`src/rtl/timer_pkg.sv`:
```
// Shared constants and helpers for the cascaded BCD timer.
// Digit moduli are packed 4 bits per digit, LSD at bit 0.
package timer_pkg;

  localparam int DIGIT_W = 4;

  function automatic int mod_of(
    input logic [31:0] mods,
    input int          i
  );
    return int'({28'd0, mods[DIGIT_W*i +: DIGIT_W]});
  endfunction

  function automatic logic [DIGIT_W-1:0] clamp_digit(
    input logic [DIGIT_W-1:0] val,
    input int                 m
  );
    logic [DIGIT_W-1:0] mx;
    mx = DIGIT_W'(m - 1);
    return (int'({28'd0, val}) >= m) ? mx : val;
  endfunction

endpackage

```
`src/rtl/bcd_digit_modn.sv`:
```
// One modulo-MOD BCD digit with load, step and direction.
// term flags the terminal value for the current direction.
module bcd_digit_modn
  import timer_pkg::*;
#(
  parameter int MOD = 10
) (
  input  logic               clk,
  input  logic               clear,
  input  logic               load,
  input  logic [DIGIT_W-1:0] d,
  input  logic               step,
  input  logic               up,
  output logic [DIGIT_W-1:0] q,
  output logic               term
);

  localparam logic [DIGIT_W-1:0] MAXV = DIGIT_W'(MOD - 1);

  if (MOD < 2 || MOD > 10) begin : g_bad_mod
    $error("bcd_digit_modn: MOD must be 2..10");
  end

  logic [DIGIT_W-1:0] q_d;
  logic [DIGIT_W-1:0] q_q;

  // next digit value: load wins over a count step
  always_comb begin
    q_d = q_q;
    if (load) begin
      q_d = clamp_digit(d, MOD);
    end else if (step) begin
      if (up) begin
        q_d = (q_q == MAXV) ? '0 : q_q + 4'd1;
      end else begin
        q_d = (q_q == '0) ? MAXV : q_q - 4'd1;
      end
    end
  end

  // digit register with synchronous clear
  always_ff @(posedge clk) begin
    if (clear) q_q <= '0;
    else       q_q <= q_d;
  end

  assign q    = q_q;
  assign term = up ? (q_q == MAXV) : (q_q == '0);

endmodule

```
`src/rtl/bcd_timer_modn.sv`:
```
// Cascaded modulo-N BCD timer: up/down, load with clamp,
// optional halt at terminal value with a one-cycle done pulse.
module bcd_timer_modn
  import timer_pkg::*;
#(
  parameter int                    DIGITS      = 4,
  parameter logic [4*DIGITS-1:0]   MODS        = {4'd6, 4'd10, 4'd6, 4'd10},
  parameter bit                    HALT_AT_END = 1'b1
) (
  input  logic                    clk,
  input  logic                    clear,
  input  logic                    loadneg,
  input  logic [4*DIGITS-1:0]     data,
  input  logic                    en,
  input  logic                    up,
  output logic [4*DIGITS-1:0]     out,
  output logic                    tc,
  output logic                    zero,
  output logic                    done
);

  localparam logic [31:0] MODS32 = 32'(MODS);

  if (DIGITS < 1 || DIGITS > 8) begin : g_bad_digits
    $error("bcd_timer_modn: DIGITS must be 1..8");
  end

  logic              load;
  logic              run;
  logic [DIGITS-1:0] term;
  logic [DIGITS-1:0] step;
  logic [DIGITS-1:0] nterm;
  logic              done_d;
  logic              done_q;

  assign load = ~loadneg;
  assign tc   = &term;
  assign zero = (out == '0);
  assign run  = en & ~(HALT_AT_END & tc);

  // ripple step: a digit moves when all lower digits are terminal
  always_comb begin
    logic lower;
    step  = '0;
    lower = run;
    for (int i = 0; i < DIGITS; i++) begin
      step[i] = lower;
      lower   = lower & term[i];
    end
  end

  for (genvar i = 0; i < DIGITS; i++) begin : g_dig
    localparam int MI = mod_of(MODS32, i);
    localparam logic [DIGIT_W-1:0] MX = DIGIT_W'(MI - 1);

    logic [DIGIT_W-1:0] qi;

    bcd_digit_modn #(
      .MOD (MI)
    ) u_digit (
      .clk   (clk),
      .clear (clear),
      .load  (load),
      .d     (data[DIGIT_W*i +: DIGIT_W]),
      .step  (step[i]),
      .up    (up),
      .q     (qi),
      .term  (term[i])
    );

    assign out[DIGIT_W*i +: DIGIT_W] = qi;

    assign nterm[i] = up
      ? (step[i] ? (qi == MX - 4'd1) : (qi == MX))
      : (step[i] ? (qi == 4'd1)      : (qi == 4'd0));
  end

  // done fires when a count step lands on the terminal value
  always_comb begin
    done_d = run & loadneg & (&nterm);
  end

  // done register with synchronous clear
  always_ff @(posedge clk) begin
    if (clear) done_q <= 1'b0;
    else       done_q <= done_d;
  end

  assign done = done_q;

endmodule

```
`config.mk`:
```
export PLATFORM = sky130hd
export DESIGN_NAME = bcd_timer_modn
export DESIGN_NICKNAME = d
export VERILOG_FILES = /design/src/rtl/timer_pkg.sv /design/src/rtl/bcd_digit_modn.sv /design/src/rtl/bcd_timer_modn.sv
export SDC_FILE = /design/constraint.sdc
export NUM_CORES = 1
export LEC_CHECK = 0
export ABC_CLOCK_PERIOD_IN_PS = 4300
export CORE_MARGIN = 2
export CORE_UTILIZATION = 45
export CTS_CLUSTER_DIAMETER = 50
export CTS_CLUSTER_SIZE = 12
export DETAILED_ROUTE_END_ITERATION = 8
export PLACE_DENSITY = 0.74
export SLEW_MARGIN = 10
export SYNTH_ARGS = -nofsm -noshare
export SYNTH_HDL_FRONTEND = slang
export SYNTH_SLANG_ARGS = --single-unit
```
`constraint.sdc`:
```
create_clock -name clk -period 4.3 [get_ports clk]
set_input_delay 0.86 -clock clk [delete_from_list [all_inputs] [get_ports clk]]
set_output_delay 0.86 -clock clk [all_outputs]
set_load 0.01 [all_outputs]
```
Yosys cells after proc, flatten, opt, wreduce, memory -nomap -nowiden
Index checks and enable logic that the tools add are counted.

cells by class
  divide/modulo/power cells = 0
  shifts and indexed selects = 0
  equal/unequal tests = 16
  mux-type cells = 40
  add/sub/neg operators = 8
  bitwise gates (word level) = 7
  order comparisons = 4
  $mul = 0
  reductions and logical operators = 7

operators by type and width
  kind                                                                                  count
  4-bit 2-to-1 mux                                                                      24
  4-bit by 1-bit adder with 4-bit output (second input constant)                        4
  4-bit by 1-bit equality test with 1-bit output (second input constant)                4
  4-bit by 3-bit equality test with 1-bit output (second input constant)                4
  4-bit equality test (second input constant)                                           4
  16-bit zero test                                                                      1
  4-bit zero test                                                                       4
  1-bit 2-to-1 mux                                                                      16
  4-bit by 1-bit subtractor with 4-bit output (second input constant)                   4
  4-bit by 3-bit greater-or-equal comparator with 1-bit output (second input constant)  2
  4-bit greater-or-equal comparator (second input constant)                             2
  2-bit by 1-bit != test with 1-bit output (second input constant)                      4
  4-bit AND reduction                                                                   2
  1-bit AND                                                                             6
  1-bit inverter                                                                        1

word-level totals
  output and inout port bits = 19
  memories kept = 0
  bits in read-only memories = 0
  input bits = 21
  bits in writable memories = 0
  register bits = 17
  latch bits = 0
  word-level logic and storage cells = 87

Depth between registers and ports, before layout
  word-level depth = 12
  depth in mapped cells = 7
  mapped depth without buffers = 5

Modules after synthesis
A second synthesis with hierarchy kept.

unflattened totals
  cells, all modules = 185
  area, all modules = 1511.4 um^2

modules (own cells, without submodules)
  module                                  cells each  area an instance (um^2)  times used  sequential area each (um^2)
  bcd_digit_modn at g_dig[0].u_digit ...  43          361.6                    2           80.1
  bcd_digit_modn at g_dig[1].u_digit ...  35          294.0                    2           80.1
  bcd_timer_modn                          29          200.2                    1           20.0

Least setup slack after synthesis
OpenSTA, ideal clock, no wires.

  path kind = input to output
  start = input up
  end = output tc
  arrival time = 1.644 ns
  required time = 3.440 ns
  path buffers = 1
  cell stages on the path = 4
  path slack = 1.796 ns
  path through = buf_6 -> nor3_2 -> o21ai_1 -> nor4_2

between the ends
  cells in the longest elaborated chain, start to end = 2
  elaborated cells between the ends (all ways) = 5
  those cells by class = 4 x mux; 1 x reduce/logical

RTL lines
  what                   RTL line              text
  from (decl)            bcd_timer_modn.sv:15  input logic up,
  1-bit 2-to-1 mux       bcd_digit_modn.sv:48  assign term = up ? (q_q == MAXV) : (q_q == '0);
  4-bit AND reduction *  bcd_timer_modn.sv:37  assign tc = &term;
  to (decl)              bcd_timer_modn.sv:17  output logic tc,

Every way passes the cells marked *; elsewhere a longest branch is shown, timed or not.

Worst setup path in the final report
Same ends and word-level chain as after synthesis.

==> impl_metrics.yaml <==
cts:
  worstSkewPairLatency_ns: 0.31
  post_cts.repair.setup_buffers: 0
  cts.htree.levels: 1
  cts.reportedPaths.clkPinSlew_ns: 0.11
  clk_path_buf_depth: 2
  cts-buffers-inserted: 3
  cts_tree: "built"
  clock_tree.root_cell: "sky130_fd_sc_hd__clkbuf_4"
  cts_stage_hold_buffer_count: 0
  cts_resized: 0
  clock-sinks: 17
timing:
  layout_setup_ws_ns: 0.3712
  achievable-frequency_mhz: 254.5
  number_of_endpoints_failing_setup_at_the_final_stage: 0
  slew_violations: 0
  fin_setup_tns_ns: 0
  timing.final.crit_period_ns: 3.929
  fin_skew_ns: 0.007468
  grt_setup_unrepaired: "no"
  final_hold_viol_count: 0
  slew-limit-headroom: 0.6499
  final_min_period_over_clock_period: 0.9137
  worst_slew_pin_slew_ns: 0.5245
setup_path:
  crit_arrival_ns: 3.07
  top_fanout_value_on_the_critical_path: 14
  reg2regPathDepth: 5
  crit_path_start: "up"
  critical_path.slowest_cell: "sky130_fd_sc_hd__clkdlybuf4s50_1"
  timing.critical_path.to_type: "primary output"
  timing.reg2reg.setup_slack_ns: 2.26
  critPathMostFrequentCell: "sky130_fd_sc_hd__clkdlybuf4s50_1"
  timing_worst_setup_path_type: "in2out"
  crit_path_cell_trace: "clkdlybuf4s50_1, and3_4, o21ai_1, nor4_2, clkdlybuf4s50_1"
  worstReg2RegEnd: "g_dig[0].u_digit.q[0]$_SDFFE_PP0P_"
  worst_r2r_startpoint: "g_dig[3].u_digit.q[2]$_SDFFE_PP0P_"
  cp-start-kind: "input port"
  cp_data_required_time_ns: 3.44
  slowest_delay_ns: 0.79
  worstSetupEndpoint: "tc"
floorplanning:
  core_area_um2: 3416
  start_util: 0.4795
  die-width_um: 64.33
  die_y_um: 64.33
  boundaryPins: 40
  row_count: 21
  full_die_area_um2: 4138
power:
  pwr-share-comb: 0.348
  power.density_cell_area_nw_per_um2: 216.5
  p_leak_nw: 0.6699
  net-switching-power_mw: 0.1637
  sequential_power_share: 0.440
  peakVddDrop_v: 0.0001267
  power_report.internal_total_mw: 0.2808
  sw_frac_of_total: 0.3682
  clkPwrFrac: 0.212
min_path:
  worst_hold_path_type: "reg2reg"
cells_and_area:
  final_nets: 265
  syn2layout_area_growth_pct: 25.36
  post_route_cells_drive_above_1_share: 0.1358
  antenna_cells: 0
yosys:
  synth-seq-cells: 17
  synthArstFlopShare: 0
  synthCells: 213
  most_common_flop_cell_mapped_by_yosys: "sky130_fd_sc_hd__dfxtp_1"
  portion_of_the_post_synthesis_area_used_by_sequential_elements: 0.2078
  yosysTopAreaCell: "sky130_fd_sc_hd__dfxtp_1"
  synth_area_um2: 1638
  yosysWarningCount: 0
  number_of_nets_in_the_synthesized_netlist: 234
  netlist_top_cells_area: "sky130_fd_sc_hd__dfxtp_1 21%, sky130_fd_sc_hd__nor2_1 5.0%, sky130_fd_sc_hd__o21ai_0 4.3%"
  synth.lib_cells_used.distinct: 63
  synth_edf_count: 0
  post_synth.cell_area_avg_um2: 7.689
  top_cell_type_s_share_of_synthesized_area: 0.2078
route:
  drt_first_pass_iters: 4
  routed-via-count: 1715
  postRouteWirelength_um: 4133
  drt_first_iter_violations: 126
  wl_per_cell_um: 14.30
  drc_violations: 0
  post_drt_via_cell_ratio: 5.934
  ant_nets: 0
place:
  portBuffers: 39
  dp_worst_setup_slack_ns: 0.3627
  place_hpwl_um: 2952
  gpl.final_weighted_congestion: 0.8367
global_route:
  global_route.overflow_total: 0
  groute.usage.overall: 0.2152
  grt_pass1_vias: 1509
  grt_antenna_before_repair: 0
  wire_length_of_the_first_global_routing_pass_um: 7169
  grt_start_max_net_pins: 22
outcome:
  run_status: "finished, final reports clean"
flow_run:
  maxCapViolations: 0
-- state kept, by name, indices dropped and copies added, names as in the netlist --
register / flops
done: 1
g_dig.u_digit.q: 16
-- synthesized netlist by cell type, types with 4 or more instances --
cell / count
sky130_fd_sc_hd__o21ai_1: 5
sky130_fd_sc_hd__nor2_1: 22
sky130_fd_sc_hd__o21ai_0: 14
sky130_fd_sc_hd__nand2_1: 11
sky130_fd_sc_hd__a21oi_1: 11
sky130_fd_sc_hd__nor3_2: 4
sky130_fd_sc_hd__dfxtp_1: 17
sky130_fd_sc_hd__nor3_1: 6
sky130_fd_sc_hd__nand3_1: 9
sky130_fd_sc_hd__a211oi_1: 6
sky130_fd_sc_hd__xor2_1: 4
sky130_fd_sc_hd__inv_1: 6
sky130_fd_sc_hd__buf_2: 5
sky130_fd_sc_hd__o211ai_1: 4
sky130_fd_sc_hd__clkbuf_1: 7
sky130_fd_sc_hd__or3_1: 4
-- metal layers --
metal	track usage	wire [um]	vias to the layer above
met1	0.3043	1906	781
met2	0.3281	1894	65
met4	0.08245	53	0
li1	-	-	864
met5	0	0	-
met3	0.03169	279	5
-- cells in the final DEF (no fill, tap or decap), types with 4 or more instances in the layout --
cell type / n
sky130_fd_sc_hd__a211oi_1: 6
sky130_fd_sc_hd__a21oi_1: 11
sky130_fd_sc_hd__buf_4: 4
sky130_fd_sc_hd__clkdlybuf4s50_1: 39
sky130_fd_sc_hd__dfxtp_1: 17
sky130_fd_sc_hd__inv_1: 6
sky130_fd_sc_hd__nand2_1: 11
sky130_fd_sc_hd__nand3_1: 9
sky130_fd_sc_hd__nor2_1: 22
sky130_fd_sc_hd__nor3_1: 6
sky130_fd_sc_hd__nor3_2: 4
sky130_fd_sc_hd__o211ai_1: 4
sky130_fd_sc_hd__o21ai_0: 14
sky130_fd_sc_hd__o21ai_1: 5
sky130_fd_sc_hd__or3_1: 4
sky130_fd_sc_hd__xor2_1: 4
-- worst max-delay path: cells and delay by family --
kind                   cells  cell delay [ns]
and+or+nand+nor            2             0.67
buffers and inverters      2             1.39
AOI/OAI and AO/OA          1             0.15
-- per-stage QoR --
stage	area [um^2]	util	instances	power [mW]	hold WS, ns
finish	2053	0.6011	289	0.4445	0.5981
global route	2053	0.6011	289	0.4751	0.6350
CTS	2053	0.6011	289	0.4482	0.5900
detailed placement	2027	0.5934	285	0.3527	0.5719
global placement	2027	0.5934	285	0.3513	0.5641
floorplan	1638	-	213	0.2956	0.5673
-- how the worst min path moves through the flow --
stage                                            start                                 end  slack, ns  depth (start not counted)
floorplan           g_dig[1].u_digit.q[3]$_SDFFE_PP0P_  g_dig[1].u_digit.q[3]$_SDFFE_PP0P_       0.57                          2
global placement    g_dig[1].u_digit.q[3]$_SDFFE_PP0P_  g_dig[1].u_digit.q[3]$_SDFFE_PP0P_       0.56                          2
detailed placement  g_dig[1].u_digit.q[3]$_SDFFE_PP0P_  g_dig[1].u_digit.q[3]$_SDFFE_PP0P_       0.57                          2
CTS                 g_dig[1].u_digit.q[3]$_SDFFE_PP0P_  g_dig[1].u_digit.q[3]$_SDFFE_PP0P_       0.59                          2
global route        g_dig[1].u_digit.q[3]$_SDFFE_PP0P_  g_dig[1].u_digit.q[3]$_SDFFE_PP0P_       0.64                          2
finish              g_dig[1].u_digit.q[3]$_SDFFE_PP0P_  g_dig[1].u_digit.q[3]$_SDFFE_PP0P_       0.60                          2
-- area by class of cell --
cell class	count	area (um^2)
Fill cell	328	1363
Clock buffer	4	26.28
Multi-Input combinational cell	173	1186
Sequential cell	17	340.3
Tap cell	46	57.56
Inverter	6	22.52
Timing Repair Buffer	43	420.4
-- power groups by stage --
stage | combinational (mW) | clock, mW | sequential, mW
5_1_grt | 0.170 | 0.106 | 0.199
6_report | 0.154 | 0.0943 | 0.196
3_5_place_dp | 0.154 | 0 | 0.199
2_1_floorplan | 0.112 | 0 | 0.184
3_3_place_gp | 0.153 | 0 | 0.199
4_1_cts | 0.155 | 0.0983 | 0.195
-- logic make-up (layout without fill, tap and decap cells) --
group / count (synthesis) / after routing / share of synthesized area
and+or+nand+nor: 87 / 87 / 0.3086
AOI/OAI and AO/OA: 75 / 75 / 0.3529
buffers and inverters: 23 / 53 / 0.06799
DFF: 17 / 17 / 0.2078
xor gates and xnor gates: 7 / 7 / 0.03743
muxes: 4 / 4 / 0.02521
Power figures use the tool's default switching activity.
